==> src/rtl/button_debounce_multi_pkg.sv <==
// Shared types and sizing helpers for the multi-channel button conditioner.
package button_pkg;

  typedef enum logic [1:0] {
    IDLE         = 2'd0,
    PRESS_WAIT   = 2'd1,
    PRESSED      = 2'd2,
    RELEASE_WAIT = 2'd3
  } btn_state_t;

  // Width needed to hold values 0..max_count (never narrower than one bit).
  function automatic int cnt_width(input int max_count);
    return (max_count < 1) ? 1 : $clog2(max_count + 1);
  endfunction

endpackage

==> src/rtl/button_debounce_multi_channel.sv <==
// One button channel: input synchroniser, debounce FSM, level, press/release
// strobes and a one-shot long-press strobe.
module debounce_channel
  import button_pkg::*;
#(
  parameter int SYNC_STAGES     = 2,
  parameter int DEBOUNCE_CYCLES = 3,
  parameter int HOLD_CYCLES     = 0,
  parameter int ACTIVE_LOW      = 0
) (
  input  logic CLK,
  input  logic RST,
  input  logic BI,
  output logic LEVEL,
  output logic PRESS,
  output logic RELEASE,
  output logic HOLD
);

  localparam int CW = cnt_width((DEBOUNCE_CYCLES > HOLD_CYCLES) ? DEBOUNCE_CYCLES : HOLD_CYCLES);
  localparam logic [CW-1:0] DB_LAST  = CW'(DEBOUNCE_CYCLES - 1);
  localparam logic [CW-1:0] HOLD_MAX = CW'(HOLD_CYCLES);
  localparam bit            SINGLE   = (DEBOUNCE_CYCLES == 1);

  logic [SYNC_STAGES-1:0] sync_q;
  logic                   pressed;
  logic                   s;
  btn_state_t             state_q, state_d;
  logic [CW-1:0]          cnt_q, cnt_d;
  logic [CW-1:0]          hold_cnt_q, hold_cnt_d;
  logic                   level_d, press_d, release_d, hold_d;

  assign pressed = BI ^ (ACTIVE_LOW != 0);
  assign s       = sync_q[SYNC_STAGES-1];

  always_comb begin
    state_d = state_q;
    cnt_d   = cnt_q;
    unique case (state_q)
      IDLE: begin
        if (s) begin
          if (SINGLE) begin
            state_d = PRESSED;
            cnt_d   = '0;
          end else begin
            state_d = PRESS_WAIT;
            cnt_d   = CW'(1);
          end
        end
      end
      PRESS_WAIT: begin
        if (!s) begin
          state_d = IDLE;
          cnt_d   = '0;
        end else if (cnt_q == DB_LAST) begin
          state_d = PRESSED;
          cnt_d   = '0;
        end else begin
          cnt_d = cnt_q + 1'b1;
        end
      end
      PRESSED: begin
        if (!s) begin
          if (SINGLE) begin
            state_d = IDLE;
            cnt_d   = '0;
          end else begin
            state_d = RELEASE_WAIT;
            cnt_d   = CW'(1);
          end
        end
      end
      RELEASE_WAIT: begin
        if (s) begin
          state_d = PRESSED;
          cnt_d   = '0;
        end else if (cnt_q == DB_LAST) begin
          state_d = IDLE;
          cnt_d   = '0;
        end else begin
          cnt_d = cnt_q + 1'b1;
        end
      end
      default: begin
        state_d = IDLE;
        cnt_d   = '0;
      end
    endcase
  end

  always_comb begin
    level_d   = (state_d == PRESSED) || (state_d == RELEASE_WAIT);
    press_d   = (state_d == PRESSED) && ((state_q == IDLE) || (state_q == PRESS_WAIT));
    release_d = (state_d == IDLE) && ((state_q == PRESSED) || (state_q == RELEASE_WAIT));
    hold_cnt_d = hold_cnt_q;
    hold_d     = 1'b0;
    // A bounce back from RELEASE_WAIT keeps the hold count running.
    if (!level_d || press_d) begin
      hold_cnt_d = '0;
    end else if ((HOLD_CYCLES != 0) && (hold_cnt_q != HOLD_MAX)) begin
      hold_cnt_d = hold_cnt_q + 1'b1;
      hold_d     = (hold_cnt_d == HOLD_MAX);
    end
  end

  always_ff @(posedge CLK) begin
    if (RST) begin
      sync_q     <= '0;
      state_q    <= IDLE;
      cnt_q      <= '0;
      hold_cnt_q <= '0;
      LEVEL      <= 1'b0;
      PRESS      <= 1'b0;
      RELEASE    <= 1'b0;
      HOLD       <= 1'b0;
    end else begin
      sync_q     <= {sync_q[SYNC_STAGES-2:0], pressed};
      state_q    <= state_d;
      cnt_q      <= cnt_d;
      hold_cnt_q <= hold_cnt_d;
      LEVEL      <= level_d;
      PRESS      <= press_d;
      RELEASE    <= release_d;
      HOLD       <= hold_d;
    end
  end

endmodule

==> src/rtl/button_debounce_multi.sv <==
// Multi-channel button conditioner: N_CH independent debounce channels.
module button_debounce_multi
  import button_pkg::*;
#(
  parameter int N_CH            = 4,
  parameter int SYNC_STAGES     = 2,
  parameter int DEBOUNCE_CYCLES = 3,
  parameter int HOLD_CYCLES     = 0,
  parameter int ACTIVE_LOW      = 0
) (
  input  logic            CLK,
  input  logic            RST,
  input  logic [N_CH-1:0] BI,
  output logic [N_CH-1:0] LEVEL,
  output logic [N_CH-1:0] PRESS,
  output logic [N_CH-1:0] RELEASE,
  output logic [N_CH-1:0] HOLD
);

  for (genvar i = 0; i < N_CH; i++) begin : g_ch
    debounce_channel #(
      .SYNC_STAGES    (SYNC_STAGES),
      .DEBOUNCE_CYCLES(DEBOUNCE_CYCLES),
      .HOLD_CYCLES    (HOLD_CYCLES),
      .ACTIVE_LOW     (ACTIVE_LOW)
    ) u_ch (
      .CLK    (CLK),
      .RST    (RST),
      .BI     (BI[i]),
      .LEVEL  (LEVEL[i]),
      .PRESS  (PRESS[i]),
      .RELEASE(RELEASE[i]),
      .HOLD   (HOLD[i])
    );
  end

endmodule

==> config.mk <==
export PLATFORM = sky130hd
export DESIGN_NAME = button_debounce_multi
export DESIGN_NICKNAME = d
export VERILOG_FILES = /design/src/rtl/button_debounce_multi_pkg.sv /design/src/rtl/button_debounce_multi_channel.sv /design/src/rtl/button_debounce_multi.sv
export SDC_FILE = /design/constraint.sdc
export NUM_CORES = 1
export LEC_CHECK = 0
export CORE_ASPECT_RATIO = 0.7
export CORE_MARGIN = 2
export CORE_UTILIZATION = 50
export DETAILED_ROUTE_END_ITERATION = 12
export PLACE_DENSITY = 0.86
export SYNTH_ARGS = -nofsm -noshare
export SYNTH_HDL_FRONTEND = slang
export SYNTH_HIERARCHICAL = 1
export SYNTH_SLANG_ARGS = --single-unit
==> constraint.sdc <==
create_clock -name CLK -period 1.4 [get_ports CLK]
set_input_delay 0.14 -clock CLK [delete_from_list [all_inputs] [get_ports CLK]]
set_output_delay 0.14 -clock CLK [all_outputs]
set_load 0.05 [all_outputs]
---- After elaboration in Yosys (flattened, before gate mapping) ----
Index checks and enable logic that the tools add are counted.
storage, ports and cells
  flip-flop bits (word level) ............. 36
  bits in latches ......................... 0
  bits in writable memories ............... 0
  ROM bits ................................ 0
  input port bits ......................... 6
  word-level logic and storage cells ...... 144
  memories kept ........................... 0
operators by class
  add/subtract/negate cells ............... 4
  multiply operators ...................... 0
  div/mod/pow operators ................... 0
  order comparisons ....................... 0
  equality and inequality tests ........... 32
  shift-type cells ........................ 0
  multiplexer cells ....................... 52
  bitwise operators ....................... 0
  reduce and logical (&&, ||, !) cells .... 32
operator list
  operator             number
  $mux 2               44
  $pmux 2 s4           8
  $eq 2x2->1 const B   20
  $logic_not 2->1      8
  $logic_or 1x1->1     12
  $add 2x1->2 const B  4
  $eq 2x1->1 const B   4
  $logic_and 1x1->1    8
  $ne 2x1->1 const B   4
  $ne 2x2->1 const B   4
  $reduce_and 2->1     4

---- Longest topological paths before layout ----
  depth in word-level cells ............... 6
  gate-level depth with buffers ........... 3
  gate-level depth less buffers ........... 2

---- Hierarchy ----
Netlist, hierarchy kept.
by module, submodules not included
  module            instances  cells an instance  area each (um^2)  sequential area each (um^2)
  debounce_channel  4          30                 339.1             180.2

---- Least setup slack after synthesis ----
OpenSTA, ideal clock, no wires.
  kind .................................... flip-flop to flip-flop
  from .................................... register g_ch[0].u_ch.state_q[1]
  to ...................................... register g_ch[0].u_ch.cnt_q[1]
  arrival time ............................ 0.872 ns
  data required time ...................... 1.277 ns
  setup slack ............................. 0.405 ns
  cell stages (with the launch flop) ...... 3
  path buffers ............................ 0
  clock period less this slack ............ 0.995 ns
  cell sequence ........................... dfxtp_1 xnor2_1 mux2_1
between the ends
  cells in the longest elaborated chain, start to end .. 3
ends and longest elaborated chain
  item                                                RTL line                              text
  start: declaration                                  button_debounce_multi_channel.sv:28   btn_state_t state_q, state_d;
  start signal: assignment                            button_debounce_multi_channel.sv:118  state_q <= state_d;
  $eq 2x2->1 or $logic_not 2->1 (tied branches)       button_debounce_multi_channel.sv:39   unique case (state_q)
  $ne 2x2->1 (no line) or $ne 2x1->1 (tied branches)  n/a
  $reduce_and 2->1 (no line)                          n/a
  end signal: assignment                              button_debounce_multi_channel.sv:119  cnt_q <= cnt_d;
  end: declaration                                    button_debounce_multi_channel.sv:29   logic [CW-1:0] cnt_q, cnt_d;
Parallel ways exist; a longest one is shown, timed or not.
A chain may end at the register's enable or synchronous reset.

---- Worst setup path in the final report ----
  from .................................... register g_ch[3].u_ch.state_q[1]
  to ...................................... register g_ch[3].u_ch.cnt_q[1]
between the ends
  cells in the longest elaborated chain, start to end .. 3
ends and longest elaborated chain
  item                                                RTL line
  start: declaration                                  button_debounce_multi_channel.sv:28
  start signal: assignment                            button_debounce_multi_channel.sv:118
  $eq 2x2->1 or $logic_not 2->1 (tied branches)       button_debounce_multi_channel.sv:39
  $ne 2x2->1 (no line) or $ne 2x1->1 (tied branches)  n/a
  $reduce_and 2->1 (no line)                          n/a
  end signal: assignment                              button_debounce_multi_channel.sv:119
  end: declaration                                    button_debounce_multi_channel.sv:29
Parallel ways exist; a longest one is shown, timed or not.

==> impl_summary.txt <==
----------------------------------------------------
[Power and ir drop]
  Reported leakage power ... 0.5946 nW
  Power Density ... 1172 nW/um^2
  Worst IR Drop VDD ... 0.9091 mV

[Synthesis]
  Dominant combinational cell family by area after synthesis ... simple AND/OR/NAND/NOR gates
  Average cell area after synthesis ... 11.30 sq um
  Adder-cell share of the synthesized area ... 0%
  Most used DFF post-synth ... sky130_fd_sc_hd__dfxtp_1
  Number of instances in the synthesized netlist ... 120
  Top cell type by total area after synthesis ... sky130_fd_sc_hd__dfxtp_1
  Yosys warning total ... 6
  Top cells by area, synth ... sky130_fd_sc_hd__dfxtp_1 53%, sky130_fd_sc_hd__mux2i_1 5.9%, sky130_fd_sc_hd__nor4b_1 5.2%
  Portion of synthesized cell area occupied by the leading cell type ... 53.14%
  Post-synthesis sequential element count ... 36
  Fraction of registers with async set/reset ... 0%
  Unique cell type count in the Yosys netlist ... 18
  Post-synthesis instance area ... 1356 sq um
  Simple-gate area share of the yosys netlist ... 24.72%
  Number of flops mapped to enable cells by yosys ... 0
  Part of the Yosys area used for sequential elements ... 53.14%
  Most common cell in the synthesized netlist ... sky130_fd_sc_hd__dfxtp_1
  Compound-cell area share of the yosys netlist ... 4.428%
  Synthesized net count ... 126
  Post-synthesis mux area share ... 9.225%
  XOR/XNOR share of the synthesized area ... 2.583%
  Synth cell count leaders ... 36 x sky130_fd_sc_hd__dfxtp_1, 8 x sky130_fd_sc_hd__mux2i_1, 8 x sky130_fd_sc_hd__nor2b_1, 8 x sky130_fd_sc_hd__nor4b_1, 8 x sky130_fd_sc_hd__or2b_1

[Finish]
  Count of inserted antenna diode cells ... 0
  Share of post-route cells with drive strength above 1 ... 15.22%
  Post-layout nets ... between 100 and 150
  # fillers ... 211
  Area overhead of the layout relative to synthesis ... 18.08%

[Hold path]
  Path type of the worst min-delay path ... in2reg

[CTS]
  Number of H-tree branching levels ... 2
  Count of instances resized after the clock tree is built ... 0
  Clock tree from TritonCTS ... built
  Number of buffers inserted during clock tree synthesis ... 5
  CTS hold repair buffers ... 0
  Setup Fix Bufs, Post-CTS ... 0
  Deepest clock path buffer count ... 2
  Clock latency at the later pin of the worst-skew pair ... 0.28 ns
  Clock sink total ... 36
  Library cell used as clock root buffer ... sky130_fd_sc_hd__clkbuf_8
  Post-CTS clock slew at the launch and capture registers of the worst setup and hold paths ... 0.07 ns

[Timing]
  Setup repair after global routing missed its margin ... no
  Worst slack on hold paths ... around 0.41 ns
  Minimum clock period ... 1.124 ns
  Final setup violation count ... 0
  Hold violation count in the final report ... 0
  Largest clock skew in the final design ... 0.003064 ns
  Setup TNS after final layout ... 0 ns
  Count of final max-slew check failures ... 0
  Final Cycle Share ... 80.30%
  Maximum achievable frequency ... between 800 and 900 MHz

[Critical path]
  Worst setup path category ... reg2reg
  Critical-path cell list ... xnor2_1, mux2_1
  CP required ... 1.56 ns
  CP max stage cell ... sky130_fd_sc_hd__mux2_1
  Startpoint Class ... register
  Arrival time of data at the critical path endpoint ... 1.29 ns
  Worst setup EP type ... register
  Crit Path Max Fanout ... 4
  Critical path's top delay family ... multiplexers
  Max stage delay on crit path ... 0.37 ns
  WP buf/inv ... 0

[Place]
  I/O Buffers ... 17
  Post-detail-place hpwl ... 1483 um
  Global placement routability congestion ... 0.6978

[Run status]
  Outcome ... completed

[Route]
  Total via count in the routed design ... 867
  Wire length per cell ... 12.59 um
  Drt first-iter violations ... 18
  Post-DR vias/cell ... just over 5
  Count of nets left with antenna violations after detail routing ... 0
  Total routed wirelength ... 2165 um
  Post-route DRC ... 0
  Number of search-and-repair iterations in the first detailed-routing pass ... 3

[Global routing]
  Largest net degree at the start of global routing ... 41
  Number of antenna violations at the first check in global routing ... 0
  Total overflow reported by the global router ... 0
  Global-route usage over all layers ... 15.87%
  First-pass GRT wire length ... 3415 um
  Number of global-route vias before repair ... 793

[Floorplan]
  Die Y ... between 40 and 50 um
  Core area ... roughly 2500 sq um
  Top-level I/O count ... 22
  Effective utilization at floorplan ... 53.93%
  Floorplan die area ... between 3000 and 4000 sq um
  Site Rows ... 15
  Die X-Extent ... 66.25 um

[Run]
  Max capacitance violation total ... 0

----------------------------------------------------
per-stage QoR:
stage	cell area (sq um)	std cells	total power [mW]	setup WS, ns	util (%)
finish	1602	172	1.876	0.2759	63.68
global route	1602	172	1.969	0.2279	63.68
CTS	1602	172	1.910	0.2610	63.68
detailed placement	1509	164	1.176	0.01927	60.00
global placement	1509	164	1.172	0.08857	60.00
floorplan	1356	120	1.157	0.4045	-
area by class of cell:
| class | count | area [sq um] | share of cell area [%] |
|---|---|---|---|
| Multi-Input combinational cell | 72 | 570.5 | 35.62 |
| Clock inverter | 2 | 10.01 | 0.6250 |
| Inverter | 4 | 15.01 | 0.9375 |
| Clock buffer | 6 | 82.58 | 5.156 |
| Timing Repair Buffer | 18 | 160.2 | 10.00 |
| Sequential cell | 36 | 720.7 | 45.00 |
| Tap cell | 34 | 42.54 | 2.656 |
power breakdown:
part	total (mW)	internal [mW]	leakage, nW	switching [mW]
clock network	0.722	0.392	0.0510	0.331
logic	0.0933	0.0407	0.251	0.0526
registers	1.06	1.04	0.293	0.0161
total	1.88	1.48	0.595	0.399
metal layers:
metal	vias up	track usage (%)	share of wire (%)
met5	-	0	0
met4	0	10.20	1.2
met3	2	7.765	4.2
met2	13	28.40	52
met1	407	15.25	43
li1	445	-	-
placed cells by master, fill, tap and decap left out:
cell and n:
sky130_fd_sc_hd__buf_12 1, sky130_fd_sc_hd__and3b_1 4, sky130_fd_sc_hd__nor4bb_1 4, sky130_fd_sc_hd__buf_4 12, sky130_fd_sc_hd__nor4b_1 8, sky130_fd_sc_hd__xnor2_1 4
sky130_fd_sc_hd__or2b_1 8, sky130_fd_sc_hd__clkinv_2 2, sky130_fd_sc_hd__mux2i_1 8, sky130_fd_sc_hd__nor2b_1 8, sky130_fd_sc_hd__mux2_1 4, sky130_fd_sc_hd__nand3b_1 4
sky130_fd_sc_hd__dfxtp_1 36, sky130_fd_sc_hd__a211oi_1 4, sky130_fd_sc_hd__conb_1 4, sky130_fd_sc_hd__nor3_1 4, sky130_fd_sc_hd__inv_1 4, sky130_fd_sc_hd__clkbuf_8 6
sky130_fd_sc_hd__clkdlybuf4s50_1 5, sky130_fd_sc_hd__nor3b_1 4, sky130_fd_sc_hd__o21a_1 4
path summary, 6_finish.rpt:
path,start,end,slack (ns),cells past startpoint
hold / removal,BI[0],g_ch[0].u_ch/sync_q[0]$_SDFF_PP0_,0.41,2
setup / recovery,g_ch[3].u_ch/state_q[1]$_SDFF_PP0_,g_ch[3].u_ch/cnt_q[1]$_SDFFE_PP0P_,0.28,2
setup reg to reg,g_ch[3].u_ch/state_q[1]$_SDFF_PP0_,g_ch[3].u_ch/cnt_q[1]$_SDFFE_PP0P_,0.28,2
hold reg to reg,g_ch[0].u_ch/sync_q[0]$_SDFF_PP0_,g_ch[0].u_ch/sync_q[1]$_SDFF_PP0_,0.44,1
kinds of logic (layout without fill, tap and decap cells):
kind of cell,count (synthesis),after routing
AND/OR/NAND/NOR,44,44
flip-flops,36,36
multiplexers,12,12
buffers and inverters,12,30
AO/OA/AOI/OAI,8,8
other,4,4
XOR/XNOR,4,4
sequential cells by signal (all words and copies together), names as in the netlist:
signal and flops:
g_ch.u_ch/state_q 8, g_ch.u_ch/sync_q 8, g_ch.u_ch/LEVEL 4, g_ch.u_ch/RELEASE 4
g_ch.u_ch/PRESS 4, g_ch.u_ch/cnt_q 8
No activity file was read; power rests on OpenSTA's default activity.
